`src/rtl/loop_pkg.sv`:
```
// Shared types for the nested-loop sequencer: command opcodes and the per-level entry layout.
package loop_pkg;

  localparam int unsigned ITER_BITS_DEF = 18;
  localparam int unsigned DEPTH_DEF     = 8;
  localparam int unsigned LANES_DEF     = 4;

  typedef enum logic [1:0] {
    OP_NOP  = 2'd0,
    OP_PUSH = 2'd1,
    OP_STEP = 2'd2,
    OP_POP  = 2'd3
  } loop_op_e;

  typedef struct packed {
    logic [ITER_BITS_DEF-1:0] remain;
    logic [ITER_BITS_DEF-1:0] trip;
    logic                     indep;
  } loop_entry_t;

endpackage

```
`src/rtl/loop_level.sv`:
```
// One loop level: remaining/trip counters plus the lane count the next STEP will issue.
module loop_level
  import loop_pkg::*;
#(
  parameter int ITER_BITS = ITER_BITS_DEF,
  parameter int LANES     = LANES_DEF,
  parameter int LW        = $clog2(LANES + 1)
) (
  input  logic                 clk,
  input  logic                 load_i,
  input  logic [ITER_BITS-1:0] count_i,
  input  logic                 indep_i,
  input  logic                 step_i,
  output logic [ITER_BITS-1:0] remain_o,
  output logic [ITER_BITS-1:0] trip_o,
  output logic [LW-1:0]        lane_count_o,
  output logic                 last_o
);

  logic [ITER_BITS-1:0] remain_q, remain_d, trip_q;
  logic                 indep_q;
  logic [ITER_BITS-1:0] issue_w;

  // Dependent levels issue one copy; independent ones issue up to LANES.
  function automatic logic [ITER_BITS-1:0] lanes_avail(input logic [ITER_BITS-1:0] remain,
                                                       input logic indep);
    if (!indep) return ITER_BITS'(1);
    return (remain < ITER_BITS'(LANES)) ? remain : ITER_BITS'(LANES);
  endfunction

  assign issue_w = lanes_avail(remain_q, indep_q);

  always_comb begin
    remain_d = remain_q;
    if (load_i)      remain_d = count_i;
    else if (step_i) remain_d = remain_q - issue_w;
  end

  always_ff @(posedge clk) begin
    remain_q <= remain_d;
    if (load_i) begin
      trip_q  <= count_i;
      indep_q <= indep_i;
    end
  end

  assign remain_o     = remain_q;
  assign trip_o       = trip_q;
  assign lane_count_o = LW'(issue_w);
  assign last_o       = (remain_q <= issue_w);

endmodule

```
`src/rtl/loop_nest_ctrl.sv`:
```
// Nested-loop sequencer: LIFO of loop levels driven by PUSH/STEP/POP with auto-pop and sticky errors.
module loop_nest_ctrl
  import loop_pkg::*;
#(
  parameter int ITER_BITS = ITER_BITS_DEF,
  parameter int DEPTH     = DEPTH_DEF,
  parameter int LANES     = LANES_DEF,
  localparam int LW       = $clog2(LANES + 1),
  localparam int DW       = $clog2(DEPTH + 1)
) (
  input  logic                 clk,
  input  logic                 reset,
  input  logic                 flush,
  input  logic                 cmd_valid,
  output logic                 cmd_ready,
  input  loop_op_e             cmd_op,
  input  logic [ITER_BITS-1:0] cmd_count,
  input  logic                 cmd_indep,
  output logic [DW-1:0]        depth,
  output logic                 top_valid,
  output logic [ITER_BITS-1:0] top_remain,
  output logic [ITER_BITS-1:0] top_index,
  output logic [LW-1:0]        lane_count,
  output logic                 top_last,
  output logic                 exit_pulse,
  output logic                 err_overflow,
  output logic                 err_underflow,
  output logic                 err_zero,
  input  logic                 err_clear
);

  logic [DW-1:0] depth_q;
  logic          exit_q, ovf_q, unf_q, zero_q;

  logic fire, empty, full, is_push, is_step, is_pop;
  logic push_ok, step_ok, pop_ok, auto_pop, zero_ev, ovf_ev, unf_ev;

  logic [ITER_BITS-1:0] lvl_remain [DEPTH];
  logic [ITER_BITS-1:0] lvl_trip   [DEPTH];
  logic [LW-1:0]        lvl_lanes  [DEPTH];
  logic                 lvl_last   [DEPTH];

  assign cmd_ready = ~reset & ~flush;
  assign fire      = cmd_valid & cmd_ready;
  assign empty     = (depth_q == '0);
  assign full      = (depth_q == DW'(DEPTH));
  assign is_push   = fire & (cmd_op == OP_PUSH);
  assign is_step   = fire & (cmd_op == OP_STEP);
  assign is_pop    = fire & (cmd_op == OP_POP);

  assign push_ok  = is_push & (cmd_count != '0) & ~full;
  assign step_ok  = is_step & ~empty;
  assign pop_ok   = is_pop & ~empty;
  assign auto_pop = step_ok & top_last;
  assign zero_ev  = is_push & (cmd_count == '0);
  assign ovf_ev   = is_push & (cmd_count != '0) & full;
  assign unf_ev   = (is_step | is_pop) & empty;

  // Level g is loaded when it becomes the new top and stepped only while it is the top.
  for (genvar g = 0; g < DEPTH; g++) begin : g_lvl
    loop_level #(
      .ITER_BITS(ITER_BITS),
      .LANES    (LANES),
      .LW       (LW)
    ) u_lvl (
      .clk         (clk),
      .load_i      (push_ok & (depth_q == DW'(g))),
      .count_i     (cmd_count),
      .indep_i     (cmd_indep),
      .step_i      (step_ok & (depth_q == DW'(g + 1))),
      .remain_o    (lvl_remain[g]),
      .trip_o      (lvl_trip[g]),
      .lane_count_o(lvl_lanes[g]),
      .last_o      (lvl_last[g])
    );
  end

  always_comb begin
    top_remain = '0;
    top_index  = '0;
    lane_count = '0;
    top_last   = 1'b0;
    for (int i = 0; i < DEPTH; i++) begin
      if (depth_q == DW'(i + 1)) begin
        top_remain = lvl_remain[i];
        top_index  = lvl_trip[i] - lvl_remain[i];
        lane_count = lvl_lanes[i];
        top_last   = lvl_last[i];
      end
    end
  end

  // Flush empties the stack but leaves the sticky errors alone.
  always_ff @(posedge clk) begin
    if (reset) begin
      depth_q <= '0;
      exit_q  <= 1'b0;
      ovf_q   <= 1'b0;
      unf_q   <= 1'b0;
      zero_q  <= 1'b0;
    end else begin
      ovf_q  <= (ovf_q & ~err_clear) | ovf_ev;
      unf_q  <= (unf_q & ~err_clear) | unf_ev;
      zero_q <= (zero_q & ~err_clear) | zero_ev;
      if (flush) begin
        depth_q <= '0;
        exit_q  <= 1'b0;
      end else begin
        exit_q <= pop_ok | auto_pop;
        if (push_ok)                depth_q <= depth_q + DW'(1);
        else if (pop_ok | auto_pop) depth_q <= depth_q - DW'(1);
      end
    end
  end

  assign depth         = depth_q;
  assign top_valid     = ~empty;
  assign exit_pulse    = exit_q;
  assign err_overflow  = ovf_q;
  assign err_underflow = unf_q;
  assign err_zero      = zero_q;

endmodule

```
`config.mk`:
```
export PLATFORM = sky130hd
export DESIGN_NAME = loop_nest_ctrl
export DESIGN_NICKNAME = d
export VERILOG_FILES = /design/src/rtl/loop_pkg.sv /design/src/rtl/loop_level.sv /design/src/rtl/loop_nest_ctrl.sv
export SDC_FILE = /design/constraint.sdc
export NUM_CORES = 1
export LEC_CHECK = 0
export ABC_AREA = 1
export BUFFER_PORTS_ARGS = -buffer_cell sky130_fd_sc_hd__buf_4
export CORE_UTILIZATION = 34
export DETAILED_ROUTE_END_ITERATION = 8
export PLACE_DENSITY = 0.57
export SETUP_SLACK_MARGIN = 0.1
export SLEW_MARGIN = 25
export SYNTH_ARGS = -nofsm -noshare
export SYNTH_HDL_FRONTEND = slang
export SYNTH_HIERARCHICAL = 1
export SYNTH_SLANG_ARGS = --single-unit
```
`constraint.sdc`:
```
create_clock -name clk -period 3.4 [get_ports clk]
set_input_delay 0.51 -clock clk [delete_from_list [all_inputs] [get_ports clk]]
set_output_delay 0.51 -clock clk [all_outputs]
set_load 0.01 [all_outputs]
```
==> impl_metrics.yaml <==
grt:
  grt_pass1_vias: 28500
  overflow: 0
  grt_use_total: 0.258
  grt_busiest_layer: "met2"
  grt_pass1_wl_mm: 174
  antenna_found_initial: 2
  grt_max_degree: 44
  grt_use_met1: 0.368
  met2_usage: 0.402
  use_met3: 0.0302
clocking:
  htreeDepth: 2
  clock_path_buffers: 3
  clock_sinks: 304
  clock_latency_ns: 0.59
  root_buffer: "clkbuf_16"
  clkTransAtPathRegs_ns: 0.06
  cts_hold_buf: 0
  cts-buffers-inserted: 38
  tritoncts: "built"
route:
  viasPerCell: 5.15
  drt_wl_total_mm: 118
  dr.pass1.iters: 9
  wl_per_cell_um: 19.6
  antenna_left: 0
  drc: 0
  drt_iter0_drc: 3066
  via_count: 31000
sta:
  fin_crit_ns: 4.20
  max_freq_mhz: 238
  worst_pin_slew_ns: 0.876
  setup_viol: 41
  rsz0062_at_grt: "true"
  finalHoldViolations: 0
  setup_ws_ns: -0.803
  fin_tns_setup_ns: -9.27
  fin_hold_ws_ns: 0.107
  finalCritPeriodShare: 1.24
  slew_headroom: 0.409
  maxSlewViolCount: 0
  skew_ns: 0.0298
synth:
  ys_warn_count: 6
  yosysSeqAreaShare: 0.304
  yosys.cell_types.count: 57
  netlist_top_cells_area: "edfxtp_1, nand2_1, ha_1"
  synth_top_area_frac: 0.298
  synth_async_sr_flop_share: 0
  ys_ff_latch: 304
  synth_area_um2: 29800
  syn_avg_cell_area_um2: 7.07
  synth_enable_flop_cells: 296
  synth_cells: 4212
  synth_flop_cell: "edfxtp_1"
  yosysTopAreaCell: "edfxtp_1"
floorplanning:
  core_um2: 86800
  rows: 108
  initial_utilization: 0.343
  die_w_um: 298
  dieArea_um2: 88800
  die_h_um: 298
  ioPinCount: 76
setup_path:
  cpPeakStageDelay_ns: 0.40
  path_cells: "nor4_2, buf_4, nand4_1, o21ai_2, ha_2, fa_2, o21ai_2, nand2_1, nand2_2, nand2_2, nand2_2, nand2_1, nand2_1, o21ai_2, nand2_1, nand2_2, nand2_1, nand4_1, nand2_2, nand3_4, o21ai_4, nand2_2, buf_6"
  cp.required_ns: 2.89
  reg2reg_depth: 30
  ff2ff_setup_slack_ns: -0.42
  slowest_stage: "edfxtp_1"
  r2r_start: "g_lvl[0].u_lvl/remain_o[12]"
  crit_buf_inv: 2
  cpMostUsedCell: "nand2_2"
  path_class: "flop to primary output"
  cp_data_arrival_time_ns: 3.69
  worst_setup_path_start_kind: "flop"
  worst_path_dominant_cell_family: "simple AND/OR/NAND/NOR gates"
  cp-end-kind: "primary output"
  worstPathMaxFanout: 3
  r2r-end: "depth[1]"
min_path:
  holdCritPathClass: "primary input to flop"
  hold_path.startpoint: "reset"
  holdPathStages: 2
  hold_end: "err_zero"
pwr:
  powerDensity_nw_per_um2: 254
  p_leak_uw: 0.0184
  ir_worst_vdd_mv: 0.305
place:
  port_buffers: 75
  gp_congestion: 0.993
  dp.final_hpwl_mm: 89.0
  dp_cells: 5838
run_status:
  outcome: "finished, violations left"
  violations: "negative setup slack"
cells_and_area:
  drive_gt1_frac: 0.233
  syn_to_final_growth_pct: 32.0
  fin_cells: 6008
  mostFrequentLayoutCell: "nand2_1"
  final_nets: 5148
  layout_common_cells: "nand2_1, inv_1, buf_4"
run:
  drv_cap: 0
[worst reg2reg max path: cells and delay by family (launching register included)]
kind                       cells  cell delay, ns
adders and majority gates      2            0.47
buffers and inverters          5            0.58
and+or+nand+nor               18            1.70
AOI/OAI and AO/OA              5            0.58
DFF                            1            0.40
[power by group]
part / internal, µW / switching (µW)
registers: 4130 / 4.48
logic: 440 / 827
clock network: 2800 / 1770
[state kept, by name, summed over array words and instances, names as in the netlist]
| name | cells |
|---|---|
| exit_pulse | 1 |
| depth | 4 |
| g_lvl.u_lvl/trip_o | 144 |
| g_lvl.u_lvl/indep_q | 8 |
| err_zero | 1 |
| err_overflow | 1 |
| err_underflow | 1 |
| g_lvl.u_lvl/remain_o | 144 |
[what timing repair did]
action | CTS | global route
pin swaps | 116 | 119
gates resized for setup | 434 | 163
endpoints found under the setup margin | 45 | 45
cloned | 3 | 0
setup buffers | 56 | 48
[stage by stage]
stage	utilization	setup slack [ns]	area, µm²	total power (µW)
2_1_floorplan	-	0.142	30200	4930
3_3_place_gp	0.399	-0.406	34600	5390
3_5_place_dp	0.399	-0.454	34600	5400
4_1_cts	0.441	-0.785	38300	9990
5_1_grt	0.453	-0.983	39300	10300
6_report	0.453	-0.803	39300	9970
[cell usage after synthesis (16+ instances only)]
cell type	instances
nand2_1	1276
inv_1	530
nand3_1	305
a21oi_1	296
edfxtp_1	296
ha_1	284
nor2_1	273
o21ai_0	174
o21ai_1	100
xnor2_1	62
nor3_1	50
nand3b_1	49
nand2_2	44
o211ai_1	44
xor2_1	35
or2_2	34
nor4_1	32
nand4_1	31
clkbuf_1	25
buf_2	20
a21o_1	18
o21bai_1	18
fa_1	16
inv_2	16
[metal layers]
metal  vias to the layer above  share of wire  wire, µm
met5                         -              0         0
met4                         0          0.038      4450
met3                       184          0.079      9330
met2                      1109           0.43     51000
met1                     14400           0.45     53000
li1                      15300              -         -
[cells by family after synthesis]
logic type               count (synthesis)  share of synthesized area
flip-flops                             304                      0.304
AO/OA/AOI/OAI                          738                      0.142
other                                    8                    0.00101
XOR/XNOR                                97                     0.0285
AND/OR/NAND/NOR                       2139                      0.309
adder cells (fa/ha/maj)                300                      0.130
buffers and inverters                  626                     0.0856
[worst max path at each step]
| stage | start | end | slack, ns | cells past startpoint |
|---|---|---|---|---|
| 2_1_floorplan | reset | g_lvl[2].u_lvl/remain_o[0] | 0.14 | 10 |
| 3_3_place_gp | g_lvl[2].u_lvl/remain_o[5] | top_last | -0.41 | 21 |
| 3_5_place_dp | g_lvl[2].u_lvl/remain_o[5] | top_last | -0.45 | 21 |
| 4_1_cts | g_lvl[1].u_lvl/remain_o[5] | top_last | -0.78 | 23 |
| 5_1_grt | g_lvl[0].u_lvl/remain_o[12] | top_last | -0.98 | 23 |
| 6_report | g_lvl[0].u_lvl/remain_o[12] | top_last | -0.80 | 23 |
[cell type report]
cell class | instances | area, µm²
Fill cell | 8674 | 47400
Antenna cell | 3 | 7.51
Clock buffer | 43 | 991
Inverter | 556 | 2180
Timing Repair inverter | 1 | 11.3
Multi-Input combinational cell | 3395 | 20800
Tap cell | 1155 | 1450
Timing Repair Buffer | 526 | 4420
Sequential cell | 304 | 9060
Clock inverter | 25 | 383
No activity file was read; power rests on OpenSTA's default activity.
